--- config.mk ---
export PLATFORM = sky130hd
export DESIGN_NAME = i2c_target_rx
export DESIGN_NICKNAME = d
export VERILOG_FILES = /design/src/rtl/i2c_target_rx.sv
export SDC_FILE = /design/constraint.sdc
export NUM_CORES = 1
export LEC_CHECK = 0
export BUFFER_PORTS_ARGS = -buffer_cell sky130_fd_sc_hd__buf_2
export CORE_UTILIZATION = 60
export CTS_CLUSTER_SIZE = 8
export DETAILED_ROUTE_END_ITERATION = 6
export PLACE_DENSITY = 0.78
export SLEW_MARGIN = 20
export SYNTH_ARGS = -nofsm -noshare
export SYNTH_HDL_FRONTEND = slang
export SYNTH_SLANG_ARGS = --single-unit
--- constraint.sdc ---
create_clock -name CLK -period 3.1 [get_ports CLK]
set_input_delay 0.31 -clock CLK [delete_from_list [all_inputs] [get_ports CLK]]
set_output_delay 0.31 -clock CLK [all_outputs]
set_load 0.02 [all_outputs]
--- src/rtl/i2c_target_rx.sv ---
// Write-only I2C target: filtered SCL/SDA sampling, address match, ACK generation and byte strobe.
// Optional macro I2C_TGT_FRAME_EN adds a 24-bit assembler of the first three data bytes.
module i2c_target_rx #(
    parameter logic [6:0] ADDR     = 7'h42,
    parameter int         FILT_LEN = 4
) (
    input  logic        CLK,
    input  logic        RESET,
    input  logic        SCL_IN,
    input  logic        SDA_IN,
    output logic        SDA_PULL,
    output logic [7:0]  RXDATA,
    output logic        RXVALID,
    output logic [7:0]  RXCOUNT,
    output logic        ADDRHIT,
    output logic        BUSY
`ifdef I2C_TGT_FRAME_EN
    ,
    output logic [23:0] FRAME,
    output logic        FRAMEVALID
`endif
);

    localparam logic [2:0] IDLE     = 3'd0;
    localparam logic [2:0] ADDRS    = 3'd1;
    localparam logic [2:0] ADDR_ACK = 3'd2;
    localparam logic [2:0] DATA     = 3'd3;
    localparam logic [2:0] DATA_ACK = 3'd4;
    localparam logic [2:0] IGNORE   = 3'd5;

    localparam logic [3:0] FILT_MAX = 4'(FILT_LEN - 1);

    // Bit 1 carries SCL, bit 0 carries SDA through the whole input path.
    logic [1:0] meta, sync, filt, filt_d;
    logic [3:0] fcnt [2];

    always_ff @(posedge CLK or posedge RESET) begin
        if (RESET) begin
            meta    <= 2'b11;
            sync    <= 2'b11;
            filt    <= 2'b11;
            filt_d  <= 2'b11;
            fcnt[0] <= 4'd0;
            fcnt[1] <= 4'd0;
        end else begin
            meta   <= {SCL_IN, SDA_IN};
            sync   <= meta;
            filt_d <= filt;
            for (int i = 0; i < 2; i++) begin
                if (sync[i] == filt[i]) begin
                    fcnt[i] <= 4'd0;
                end else if (fcnt[i] == FILT_MAX) begin
                    filt[i] <= sync[i];
                    fcnt[i] <= 4'd0;
                end else begin
                    fcnt[i] <= fcnt[i] + 4'd1;
                end
            end
        end
    end

    logic scl, scl_d, sda, sda_d;
    logic sclr, sclf, start_ev, stop_ev;
    assign scl      = filt[1];
    assign scl_d    = filt_d[1];
    assign sda      = filt[0];
    assign sda_d    = filt_d[0];
    assign sclr     = scl & ~scl_d;
    assign sclf     = ~scl & scl_d;
    assign start_ev = scl & scl_d & sda_d & ~sda;
    assign stop_ev  = scl & scl_d & ~sda_d & sda;

    logic [2:0] state;
    logic [2:0] bit_cnt;
    logic [7:0] shreg;
    logic [7:0] next_byte;
    assign next_byte = {shreg[6:0], sda};

`ifdef I2C_TGT_FRAME_EN
    logic [15:0] frame_sh;
    logic [1:0]  frame_cnt;
`endif

    // START/STOP override every state; otherwise the FSM advances on SCL edges.
    always_ff @(posedge CLK or posedge RESET) begin
        if (RESET) begin
            state    <= IDLE;
            bit_cnt  <= 3'd0;
            shreg    <= 8'd0;
            SDA_PULL <= 1'b0;
            RXDATA   <= 8'd0;
            RXVALID  <= 1'b0;
            RXCOUNT  <= 8'd0;
            ADDRHIT  <= 1'b0;
            BUSY     <= 1'b0;
`ifdef I2C_TGT_FRAME_EN
            frame_sh   <= 16'd0;
            frame_cnt  <= 2'd0;
            FRAME      <= 24'd0;
            FRAMEVALID <= 1'b0;
`endif
        end else begin
            RXVALID <= 1'b0;
`ifdef I2C_TGT_FRAME_EN
            FRAMEVALID <= 1'b0;
`endif
            if (stop_ev) begin
                state    <= IDLE;
                SDA_PULL <= 1'b0;
                BUSY     <= 1'b0;
                ADDRHIT  <= 1'b0;
`ifdef I2C_TGT_FRAME_EN
                frame_cnt <= 2'd0;
`endif
            end else if (start_ev) begin
                state    <= ADDRS;
                bit_cnt  <= 3'd0;
                RXCOUNT  <= 8'd0;
                ADDRHIT  <= 1'b0;
                SDA_PULL <= 1'b0;
                BUSY     <= 1'b1;
`ifdef I2C_TGT_FRAME_EN
                frame_cnt <= 2'd0;
`endif
            end else begin
                case (state)
                    ADDRS: begin
                        if (sclr) begin
                            shreg   <= next_byte;
                            bit_cnt <= bit_cnt + 3'd1;
                            if (bit_cnt == 3'd7)
                                state <= (next_byte == {ADDR, 1'b0}) ? ADDR_ACK : IGNORE;
                        end
                    end
                    ADDR_ACK, DATA_ACK: begin
                        // First SCL fall opens the ACK slot, the second one closes it.
                        if (sclf) begin
                            if (!SDA_PULL) begin
                                SDA_PULL <= 1'b1;
                            end else begin
                                SDA_PULL <= 1'b0;
                                bit_cnt  <= 3'd0;
                                state    <= DATA;
                                if (state == ADDR_ACK)
                                    ADDRHIT <= 1'b1;
                            end
                        end
                    end
                    DATA: begin
                        if (sclr) begin
                            shreg   <= next_byte;
                            bit_cnt <= bit_cnt + 3'd1;
                            if (bit_cnt == 3'd7) begin
                                RXDATA  <= next_byte;
                                RXVALID <= 1'b1;
                                if (RXCOUNT != 8'hFF)
                                    RXCOUNT <= RXCOUNT + 8'd1;
                                state <= DATA_ACK;
`ifdef I2C_TGT_FRAME_EN
                                if (frame_cnt != 2'd3) begin
                                    frame_cnt <= frame_cnt + 2'd1;
                                    frame_sh  <= {frame_sh[7:0], next_byte};
                                    if (frame_cnt == 2'd2) begin
                                        FRAME      <= {frame_sh, next_byte};
                                        FRAMEVALID <= 1'b1;
                                    end
                                end
`endif
                            end
                        end
                    end
                    default: SDA_PULL <= 1'b0;
                endcase
            end
        end
    end

endmodule

== Yosys cells after proc, flatten, opt, wreduce, memory -nomap -nowiden ==
Index checks and enable logic that the tools add are counted.
W data, S select, Z words.
Cells by class
  add/sub/neg operators: 4
  reduce and logical (&&, ||, !) cells: 22
  bitwise gates (word level): 15
  mux-type cells: 42
  equal/unequal tests: 21
Operators with widths (count)
  $mux W8: 5
  $mux W3: 13
  $ne A4 B4 Y1 const B: 6
  $mux W1: 17
  $mux W4: 4
  $reduce_and A5 Y1: 3
  $reduce_bool A3 Y1: 5
  $reduce_bool A2 Y1: 5
  $pmux W3 S3: 1
  $add A4 B1 Y4 const B: 2
  $add A8 B1 Y8 const B: 1
  $eq A4 B2 Y1 const B: 2
  $eq A8 B8 Y1 const B: 1
  $ne A8 B8 Y1 const B: 1
  $not A1 Y1: 8
  $reduce_and A4 Y1: 2
  $and A1 B1 Y1: 7
  $reduce_and A7 Y1: 1
  $eq A3 B2 Y1 const B: 2
  $eq A3 B3 Y1 const B: 2
  $ne A3 B1 Y1 const B: 2
  $ne A3 B3 Y1 const B: 2
  $pmux W3 S2: 1
  $reduce_and A2 Y1: 3
  6 further kinds: 8
Word-level totals
  register bits after elaboration: 49
  input port bits: 4
  word-level logic and storage cells: 120

== Longest topological paths before layout ==
Gate-level depths: netlist of the first run.
  depth in word-level cells: 7
  gate-level depth with buffers: 7
  gate-level depth less buffers: 6

== Least setup slack after synthesis of the first run ==
Ideal clock, no wire load.
  kind: reg-to-reg
  start: register bit_cnt[0]
  end: register state[1]
  buffers on the path: 0
  arrival time: 1.786 ns
  library setup time: 0.132 ns
  stages on the path, launching flop included: 7
  data required time: 2.968 ns
  clock period less this slack: 1.918 ns
  path slack: 1.182 ns
  cell sequence: dfrtp_1 -> ha_1 -> ha_1 -> or3b_2 -> nor4bb_1 -> a2111oi_0 -> nor2_1
Between the ends
  cells in the longest elaborated chain, start to end: 3
  elaborated cells between the ends (all ways): 4
  classes of those cells: 3 x eq/ne; 1 x reduce/logical
RTL lines
  start, declared: line 74  | logic [2:0] bit_cnt;
  start signal, assigned: line 130  | bit_cnt <= bit_cnt + 3'd1;
  start signal, assigned: line 152  | bit_cnt <= bit_cnt + 3'd1;
  $eq A3 B3 Y1 (*): line 131, 153
  $ne A4 B4 Y1 (no source line)
  $reduce_and A7 Y1 (no source line) (*)
  end signal, assigned: line 132  | state <= (next_byte == {ADDR, 1'b0}) ? ADDR_ACK : IGNORE;
  end, declared: line 73  | logic [2:0] state;
Mark *: on every way between the ends. The rest lies on a longest branch, timed or not.
A chain may end at the register's enable or synchronous reset.

== Worst setup path after layout of the first run ==
  start: register state[0]
  end: register RXCOUNT[0]
Between the ends
  cells in the longest elaborated chain, start to end: 3
RTL lines
  $eq A3 B2 Y1: line 126  | case (state)
  $reduce_bool A2 Y1 (no source line)
  $reduce_and A5 Y1 (no source line)
  end signal, assigned: line 157  | RXCOUNT <= RXCOUNT + 8'd1;
  end, declared: line 14  | output logic [7:0] RXCOUNT,
No other way between the ends.

==> metrics.csv, run 1 <==
stage;metric;value;unit
synthesis;synthXorXnorAreaFrac;0.0418;
synthesis;yosys.area.top_type;dfrtp_1;
layout;fin_nets;238;
synthesis;ys_seq_area_frac;0.536;
synthesis;synth-simple-area-share;0.194;
drt;viasPerCell;5.79;
global_route;grt_first_pass_wirelength;7.36;mm
worst_setup_path;reg2reg_slack;0.87;ns
synthesis;synth_top_family_by_area;simple AND/OR/NAND/NOR gates;
synthesis;ys_async_sr_fraction;1.00;
floorplanning;die_area;4100;um2
timing;hold_viol_final;0;
global_route;grt_max_degree;50;
layout;drive_above_1_share;0.278;
synthesis;syn_avg_cell_area;11.0;um2
synthesis;synthAdderAreaFrac;0.0271;
synthesis;synthFlopType;dfrtp_1;
timing;fmax;0.448;GHz
worst_setup_path;worstPathMaxFanout;18;
worst_setup_path;crit_arrival;2.43;ns
synthesis;yosys_register_bits;49;
worst_setup_path;start_kind;register;
job;maxCapViolCount;0;
synthesis;synth-compound-area-share;0.0879;
drt;drt-initial-drc-count;131;
timing;grt_setup_unrepaired;no;
timing;clock_skew;0.00592;ns
cts;root_buffer;clkbuf_8;
synthesis;yosys-top-cells-area;dfrtp_1 44%, dfstp_2 9.1%, mux2_2 8.3%;
timing;finalSetupViolCount;0;
cts;clk_pin_slew;0.09;ns
layout;diodes;0;
cts;post_cts_resized;0;
drt;wire_per_inst;14.7;um
cts;hold_buffers;0;
drt;drcViolationCount;0;
status;outcome;finished, final reports clean;
placed_design;place_congestion;0.878;
worst_setup_path;crit_type;register to register;
layout;syn_to_final_growth;9.71;%
timing;worst_pin_slew;0.813;ns
cts;clkSinkCount;49;
cts;cts_made_buffers;5;
global_route;grt_overflow_total;0;
synthesis;synth_edf_count;0;
timing;fin_crit;2.23;ns
min_path;hp-class;primary input to register;
drt;wl;4.08;mm
floorplanning;rows;22;
layout;fillers;287;
drt;drt-pass1-iter-count;4;
synthesis;synthCells;209;
drt;vias;1611;
placed_design;placement.io_buffers;23;
timing;whs;0.0977;ns
cts;cts_setup_buffers;0;
synthesis;synthMuxAreaShare;0.0830;
cts;clock_latency;0.30;ns
floorplanning;start_util;0.630;
worst_setup_path;critPathCaptureType;register;
floorplanning;pin_count;24;
cts;htree_levels;2;
global_route;grt_pass1_vias;1575;
cts;clk_path_buf_depth;2;
timing;fin_crit_sh;0.720;
synthesis;netlist_area;2310;um2
power_and_ir_drop;p_per_area;642;nW/um2
global_route;track_usage;0.233;
synthesis;ys_types;41;
placed_design;dp.final_hpwl;2.82;mm
timing;finalMaxSlewViolations;0;
floorplanning;die_w;64.0;um
power_and_ir_drop;leakage;1.18;nW
layout;layout_commonest_cell;dfrtp_1;
layout;layout_common_cells;41 x dfrtp_1, 24 x nor2_1, 23 x buf_2;
cts;cts_tree;built;
timing;finalSetupTns;0;ns
drt;ant_nets;0;
floorplanning;die_y;64.0;um
synthesis;ys_warn_count;0;
layout;final-seq-area;1240;um2
timing;max-slew-margin-rel;0.457;
synthesis;syn_nets;218;
floorplanning;coreArea;3660;um2
global_route;antenna_found_initial;0;
layout;multi_input_area;1000;um2
power_and_ir_drop;peakVddDrop;0.525;mV
synthesis;yosysTopAreaCellShare;0.445;
worst_setup_path;required;3.30;ns
## logic make-up (layout without fill, tap and decap cells)
group                    Yosys count  after routing
flip-flops                        49             49
AO/OA/AOI/OAI                     33             33
adder cells (fa/ha/maj)            5              5
XOR/XNOR                          11             11
buffers and inverters             16             37
AND/OR/NAND/NOR                   78             78
multiplexers                      17             17
## routing by layer
| metal | track usage | up-vias | wire length (um) |
|---|---|---|---|
| li1 | - | 778 | - |
| met1 | 0.319 | 805 | 1990 |
| met2 | 0.371 | 25 | 1930 |
| met3 | 0.0500 | 3 | 121 |
| met4 | 0.0739 | 0 | 29 |
| met5 | 0 | - | 0 |
## registers in the layout (all words and copies together), names as in the netlist, 3 cells and up
| register | count |
|---|---|
| fcnt | 8 |
| bit_cnt | 3 |
| RXDATA | 8 |
| shreg | 7 |
| RXCOUNT | 8 |
| state | 3 |
## worst max-delay path, cell delays in order (launching register included)
cell and delay [ns]:
dfrtp_1 0.64, and4bb_2 0.53, nand3_4 0.26, nor2_1 0.33, nor2_1 0.07, mux2_2 0.29
## through the flow
stage	setup WS, ns	instance area, um2	instances	util	total power, W
2_1_floorplan	1.18	2310	209	-	0.00117
3_3_place_gp	1.03	2430	270	0.665	0.00122
3_5_place_dp	0.941	2430	270	0.665	0.00125
4_1_cts	0.913	2530	278	0.691	0.00164
5_1_grt	0.729	2530	278	0.691	0.00172
6_report	0.869	2530	278	0.691	0.00162
## final timing paths
check                          from          to  cells past startpoint
setup / recovery           state[0]  RXCOUNT[0]                      5
hold / removal               SDA_IN     meta[0]                      1
setup reg to reg           state[0]  RXCOUNT[0]                      5
hold reg to reg             meta[1]     sync[1]                      0
max in group asynchronous     RESET   RXDATA[6]                      2
min in group asynchronous     RESET     fcnt[1]                      2
## synth_stat cells (2+ instances only)
master      n
nor3_1      7
a211oi_1    2
ha_1        5
xor2_1      3
inv_1       6
nand3_1     7
buf_2       6
and4bb_2    2
nand2b_1    4
clkbuf_1    3
nor4b_1     2
dfstp_2     8
nor2_1     24
a21o_1      2
a2111oi_0   2
xnor2_1     8
o22ai_1     3
and3_1      3
nor2b_1     3
a31oi_1     3
nand2_1    11
nor3b_1     3
nand3b_1    2
o21ai_0     8
dfrtp_1    41
a21oi_1    10
mux2_2     17
## final cells by class
| class | count | share of cell area |
|---|---|---|
| clock buffers | 5 | 0.0272 |
| clock inverters | 3 | 0.00989 |
| inverters | 6 | 0.00940 |
| multi-input cells | 144 | 0.396 |
| flip-flops and latches | 49 | 0.489 |
| well taps | 48 | 0.0237 |
| repair buffers | 23 | 0.0455 |
## power by group
group | internal, W | switching [W] | total, W
clock network | 0.000165 | 0.000223 | 0.000387
logic | 0.000168 | 0.000164 | 0.000332
registers | 0.000761 | 0.000144 | 0.000904
total | 0.00109 | 0.000531 | 0.00162
No activity file was read; power rests on OpenSTA's default activity.
==> run 2: changes to the inputs <==
Settings changed: ABC_AREA from default to 1, CORE_UTILIZATION 60 to 52, PLACE_DENSITY 0.78 to 0.72.
Clock period 3.1 ns to 1.9 ns, I/O delays scaled along.
==> metrics.csv, run 2 <==
stage;metric;value;unit
placed_design;placement.io_buffers;23;
floorplanning;start_util;0.560;
cts;cts_tree;built;
cts;hold_buffers;3;
placed_design;dp_cells;339;
layout;multi_input_area;930;um2
synthesis;synthMostInstantiatedCell;nand2_1;
timing;fin_crit;1.63;ns
power_and_ir_drop;leakage;1.34;nW
global_route;grt_pass1_vias;1664;
timing;fmax;0.612;GHz
timing;finalMaxSlewViolations;0;
layout;fin_cells;350;
min_path;hp-class;register to register;
floorplanning;coreArea;4120;um2
status;outcome;finished, final reports clean;
drt;vias;1763;
layout;layout_commonest_cell;nand2_1;
drt;wire_per_inst;11.8;um
layout;layout_common_cells;71 x nand2_1, 41 x dfrtp_1, 34 x nor2_1;
worst_setup_path;required;2.12;ns
drt;drt-initial-drc-count;97;
synthesis;synthFlopType;dfrtp_1;
worst_setup_path;critPathCaptureType;register;
placed_design;place_congestion;0.830;
drt;wl;4.14;mm
worst_setup_path;worstPathMaxFanout;15;
timing;fin_crit_sh;0.860;
layout;fin_nets;308;
worst_setup_path;cpPeakStageDelay;0.58;ns
global_route;grt_first_pass_wirelength;7.09;mm
synthesis;ys_seq_area_frac;0.537;
placed_design;dp.final_hpwl;2.98;mm
cts;clk_path_buf_depth;2;
layout;final_core_util;0.632;
floorplanning;die_w;68.6;um
power_and_ir_drop;peakVddDrop;0.569;mV
floorplanning;die_area;4700;um2
synthesis;ys_types;28;
drt;ant_nets;0;
timing;worst_pin_slew;0.544;ns
timing;finalSetupViolCount;0;
worst_setup_path;crit_arrival;1.85;ns
layout;drive_above_1_share;0.210;
drt;drt-pass1-iter-count;4;
synthesis;ys_async_sr_fraction;1.00;
global_route;grt_max_degree;27;
synthesis;yosysTopAreaCellShare;0.445;
cts;clock_latency;0.31;ns
cts;cts_setup_buffers;0;
drt;drcViolationCount;0;
worst_setup_path;reg2reg_slack;0.27;ns
worst_setup_path;slowest_stage;dfstp_2;
cts;root_buffer;clkbuf_8;
synthesis;yosys_register_bits;49;
power_and_ir_drop;p_per_area;1260;nW/um2
global_route;antenna_found_initial;0;
timing;grt_setup_unrepaired;no;
layout;top_regs;RXCOUNT x8, RXDATA x8, fcnt x8;
cts;cts_made_buffers;5;
timing;hold_viol_final;0;
worst_setup_path;crit_chain;inv_2 -> nor2_2 -> nand2_2 -> nor3_4 -> nand2_2 -> nand2_4 -> inv_4 -> nand2_1 -> nand2_1;
cts;clkSinkCount;49;
timing;layout_setup_ws;0.265;ns
drt;viasPerCell;5.04;
synthesis;synth_commonest_cells;71 x nand2_1, 41 x dfrtp_1, 34 x nor2_1, 26 x inv_1, 17 x nand3_1;
floorplanning;rows;23;
timing;clock_skew;0.0158;ns
floorplanning;pin_count;24;
global_route;track_usage;0.212;
synthesis;yosys-top-cells-area;dfrtp_1 45%, nand2_1 12%, dfstp_2 9.1%;
synthesis;synthCells;267;
timing;max-slew-margin-rel;0.637;
layout;diodes;0;
layout;final-seq-area;1240;um2
synthesis;syn_nets;276;
layout;fillers;366;
synthesis;ys_warn_count;0;
global_route;grt_overflow_total;0;
worst_setup_path;start_kind;register;
synthesis;syn_avg_cell_area;8.63;um2
cts;clk_pin_slew;0.10;ns
synthesis;synth_edf_count;0;
placed_design;placement.setup.worst_slack;0.220;ns
layout;syn_to_final_growth;13.0;%
worst_setup_path;crit_type;register to register;
worst_setup_path;critical-path-top-delay-family;simple AND/OR/NAND/NOR gates;
timing;finalSetupTns;0;ns
cts;post_cts_resized;0;
synthesis;netlist_area;2300;um2
worst_setup_path;cp_num_buf_inv;2;
cts;htree_levels;2;
job;maxCapViolCount;0;
floorplanning;die_y;68.6;um
synthesis;yosys.area.top_type;dfrtp_1;
[run 2: changes by cell type in the layout (fill, tap and decap cells not counted), sizes merged, moves of 4 or more]
cell and change:
nand2 +65, mux2 -17, nor2 +13, o21ai +17, nand3 +9, inv +25
nor3 -4, nand2b -4
[run 2: worst paths after layout]
path                         start         end  cells after the start
max                        filt[1]  RXCOUNT[6]                      9
min                        meta[1]     sync[1]                      0
max reg2reg                filt[1]  RXCOUNT[6]                      9
min reg2reg                meta[1]     sync[1]                      0
max in group asynchronous    RESET     sync[1]                      4
min in group asynchronous    RESET  RXCOUNT[4]                      3
[run 2: worst register-to-register path, stage by stage (launching register included)]
cell	delay [ns]
dfstp_2	0.58
inv_2	0.07
nor2_2	0.09
nand2_2	0.17
nor3_4	0.25
nand2_2	0.11
nand2_4	0.14
inv_4	0.05
nand2_1	0.05
nand2_1	0.05
[run 2: through the flow]
| stage | total power (W) | area (um2) | hold WS [ns] |
|---|---|---|---|
| after floorplan | 0.00241 | 2300 | 0.194 |
| after global placement | 0.00265 | 2490 | 0.265 |
| after detailed placement | 0.00268 | 2490 | 0.262 |
| after CTS | 0.00330 | 2600 | 0.363 |
| after global routing | 0.00357 | 2600 | 0.366 |
| final | 0.00327 | 2600 | 0.362 |
[run 2: where the power goes]
group | switching [W] | internal, W | total, W
Combinational | 0.000790 | 0.000387 | 0.00118
Clock | 0.000346 | 0.000263 | 0.000609
Sequential | 0.000191 | 0.00130 | 0.00149
[run 2: layout make-up]
| cell class | count | share of cell area |
|---|---|---|
| Clock buffer | 6 | 0.0279 |
| Sequential cell | 49 | 0.475 |
| Clock inverter | 2 | 0.00529 |
| Inverter | 32 | 0.0471 |
| Timing Repair Buffer | 27 | 0.0635 |
| Tap cell | 50 | 0.0240 |
| Multi-Input combinational cell | 184 | 0.357 |
[run 2: cell families after synthesis]
| kind of cell | after synthesis | share of synthesized area |
|---|---|---|
| flip-flops | 49 | 0.537 |
| adder cells (fa/ha/maj) | 5 | 0.0272 |
| AO/OA/AOI/OAI | 36 | 0.0951 |
| AND/OR/NAND/NOR | 135 | 0.251 |
| XOR/XNOR | 8 | 0.0304 |
| buffers and inverters | 34 | 0.0597 |
[run 2: routing by layer]
metal	routed length, um	vias up	track usage
met5	0	-	0
met3	149	8	0.0461
met2	1910	38	0.344
met4	101	0	0.122
li1	-	908	-
met1	1980	809	0.259
==> run 3: changes to the inputs <==
Settings changed: CELL_PAD_IN_SITES_DETAIL_PLACEMENT from default to 1, CELL_PAD_IN_SITES_GLOBAL_PLACEMENT from default to 2, CORE_UTILIZATION 52 to 32.
==> metrics.csv, run 3 (same netlist as run 2, synthesis figures left out) <==
stage;metric;value;unit
status;outcome;finished, final reports clean;
worst_setup_path;critPathCaptureType;register;
cts;clkSinkCount;49;
cts;root_buffer;clkbuf_8;
floorplanning;start_util;0.335;
cts;clock_latency;0.30;ns
global_route;grt_max_degree;50;
drt;drt-pass1-iter-count;4;
cts;post_cts_resized;0;
min_path;hp-class;primary input to async pin;
worst_setup_path;slowest_stage;dfstp_2;
drt;viasPerCell;4.59;
cts;clk_pin_slew;0.09;ns
power_and_ir_drop;peakVddDrop;0.398;mV
worst_setup_path;r2r_start;filt[1];
power_and_ir_drop;p_int;0.00210;W
drt;vias;1823;
power_and_ir_drop;p_switching;0.00137;W
layout;final_core_util;0.390;
power_and_ir_drop;combPwrFrac;0.354;
floorplanning;rows;30;
worst_setup_path;crit_cells;9;
cts;cts_setup_buffers;0;
timing;fin_crit;1.65;ns
floorplanning;coreArea;6870;um2
placed_design;place_congestion;0.726;
global_route;track_usage;0.149;
timing;finalSetupTns;0;ns
job;maxCapViolCount;0;
floorplanning;die_area;7540;um2
cts;cts_tree;built;
worst_setup_path;endpoint;RXCOUNT[6];
worst_setup_path;crit_arrival;1.85;ns
power_and_ir_drop;switching_share;0.395;
worst_setup_path;critical-path-top-delay-family;simple AND/OR/NAND/NOR gates;
cts;hold_buffers;2;
worst_setup_path;cpPeakStageDelay;0.59;ns
worst_setup_path;r2r_cells;9;
cts;clk_path_buf_depth;2;
floorplanning;die_y;86.8;um
timing;whs;0.0403;ns
placed_design;dp.final_hpwl;3.59;mm
timing;hold_viol_final;0;
worst_setup_path;crit_type;register to register;
global_route;grt_first_pass_wirelength;8.63;mm
timing;finalMaxSlewViolations;0;
timing;grt_setup_unrepaired;no;
layout;layout_common_cells;71 x nand2_1, 41 x dfrtp_1, 34 x nor2_1;
cts;cts_made_buffers;5;
timing;worst_pin_slew;0.629;ns
power_and_ir_drop;leakage;1.35;nW
worst_setup_path;crit_chain;inv_2 -> nor2_2 -> nand2_2 -> nor3_4 -> nand2_2 -> nand2_4 -> inv_4 -> nand2_1 -> nand2_1;
drt;wire_per_inst;12.3;um
worst_setup_path;worstPathMaxFanout;9;
drt;drt-initial-drc-count;79;
worst_setup_path;startpoint;filt[1];
layout;fillers;840;
floorplanning;pin_count;24;
layout;layout_commonest_cell;nand2_1;
power_and_ir_drop;seqPwrFrac;0.429;
timing;fmax;0.607;GHz
placed_design;placement.io_buffers;23;
layout;fin_nets;309;
timing;layout_setup_ws;0.254;ns
timing;max-slew-margin-rel;0.581;
drt;wl;4.89;mm
global_route;grt_pass1_vias;1842;
floorplanning;die_w;86.8;um
power_and_ir_drop;p_per_area;1300;nW/um2
drt;ant_nets;0;
layout;syn_to_final_growth;16.2;%
drt;drcViolationCount;0;
layout;diodes;0;
worst_setup_path;required;2.10;ns
timing;fin_crit_sh;0.867;
worst_setup_path;start_kind;register;
worst_setup_path;reg2reg_to;RXCOUNT[6];
power_and_ir_drop;pwr-share-clk;0.217;
layout;drive_above_1_share;0.216;
global_route;grt_overflow_total;0;
timing;clock_skew;0.00747;ns
placed_design;placement.setup.worst_slack;0.233;ns
worst_setup_path;reg2reg_slack;0.25;ns
cts;htree_levels;2;
global_route;antenna_found_initial;0;
worst_setup_path;cp_num_buf_inv;2;
layout;top_regs;RXCOUNT x8, RXDATA x8, fcnt x8;
timing;finalSetupViolCount;0;
[run 3: cell count changes in the layout (fill, tap and decap cells not counted), sizes merged]
cell / previous run / this run
buf: 24 / 26
inv: 32 / 31
bufinv: 0 / 1
dlygate4sd3: 3 / 2
[run 3: tightest hold or removal path, delay by kind of cell]
family	cells	cell delay (ns)
buffers and inverters	3	0.63
[run 3: stage by stage]
step | power (W) | instances | area [um2]
finish | 0.00347 | 397 | 2680
global route | 0.00379 | 397 | 2680
CTS | 0.00355 | 397 | 2680
detailed placement | 0.00277 | 387 | 2550
global placement | 0.00274 | 387 | 2550
floorplan | 0.00241 | 267 | 2300
[run 3: cell type report]
cell class              count  area [um2]  share of cell area
flip-flops and latches     49        1240               0.462
multi-input cells         184         930               0.347
repair buffers             28         158              0.0589
inverters                  32         123              0.0458
well taps                  96         120              0.0449
clock buffers               6        72.6              0.0271
clock inverters             2        38.8              0.0145
[run 3: worst min path at each step]
stage | startpoint | endpoint | slack [ns] | cells past startpoint
after CTS | RESET | RXVALID | 0.07 | 3
after global placement | SDA_IN | meta[0] | 0.29 | 1
after global routing | RESET | RXVALID | 0.1 | 3
final | RESET | fcnt[7] | 0.04 | 3
after detailed placement | SDA_IN | meta[0] | 0.30 | 1
after floorplan | SDA_IN | meta[0] | 0.19 | 0
[run 3: power groups by stage]
stage	Clock [W]	Sequential (W)	Combinational [W]
finish	0.000753	0.00149	0.00123
global route	0.000818	0.00153	0.00145
CTS	0.000783	0.00149	0.00127
detailed placement	0	0.00151	0.00126
global placement	0	0.00151	0.00124
floorplan	0	0.00149	0.000928
[run 3: per-layer routing]
metal / vias to the layer above / share of wire / GRT usage
met5: - / 0 / 0
met3: 5 / 0.030 / 0.0314
met4: 0 / 0.010 / 0.0455
met2: 24 / 0.47 / 0.241
li1: 908 / - / -
met1: 886 / 0.49 / 0.200
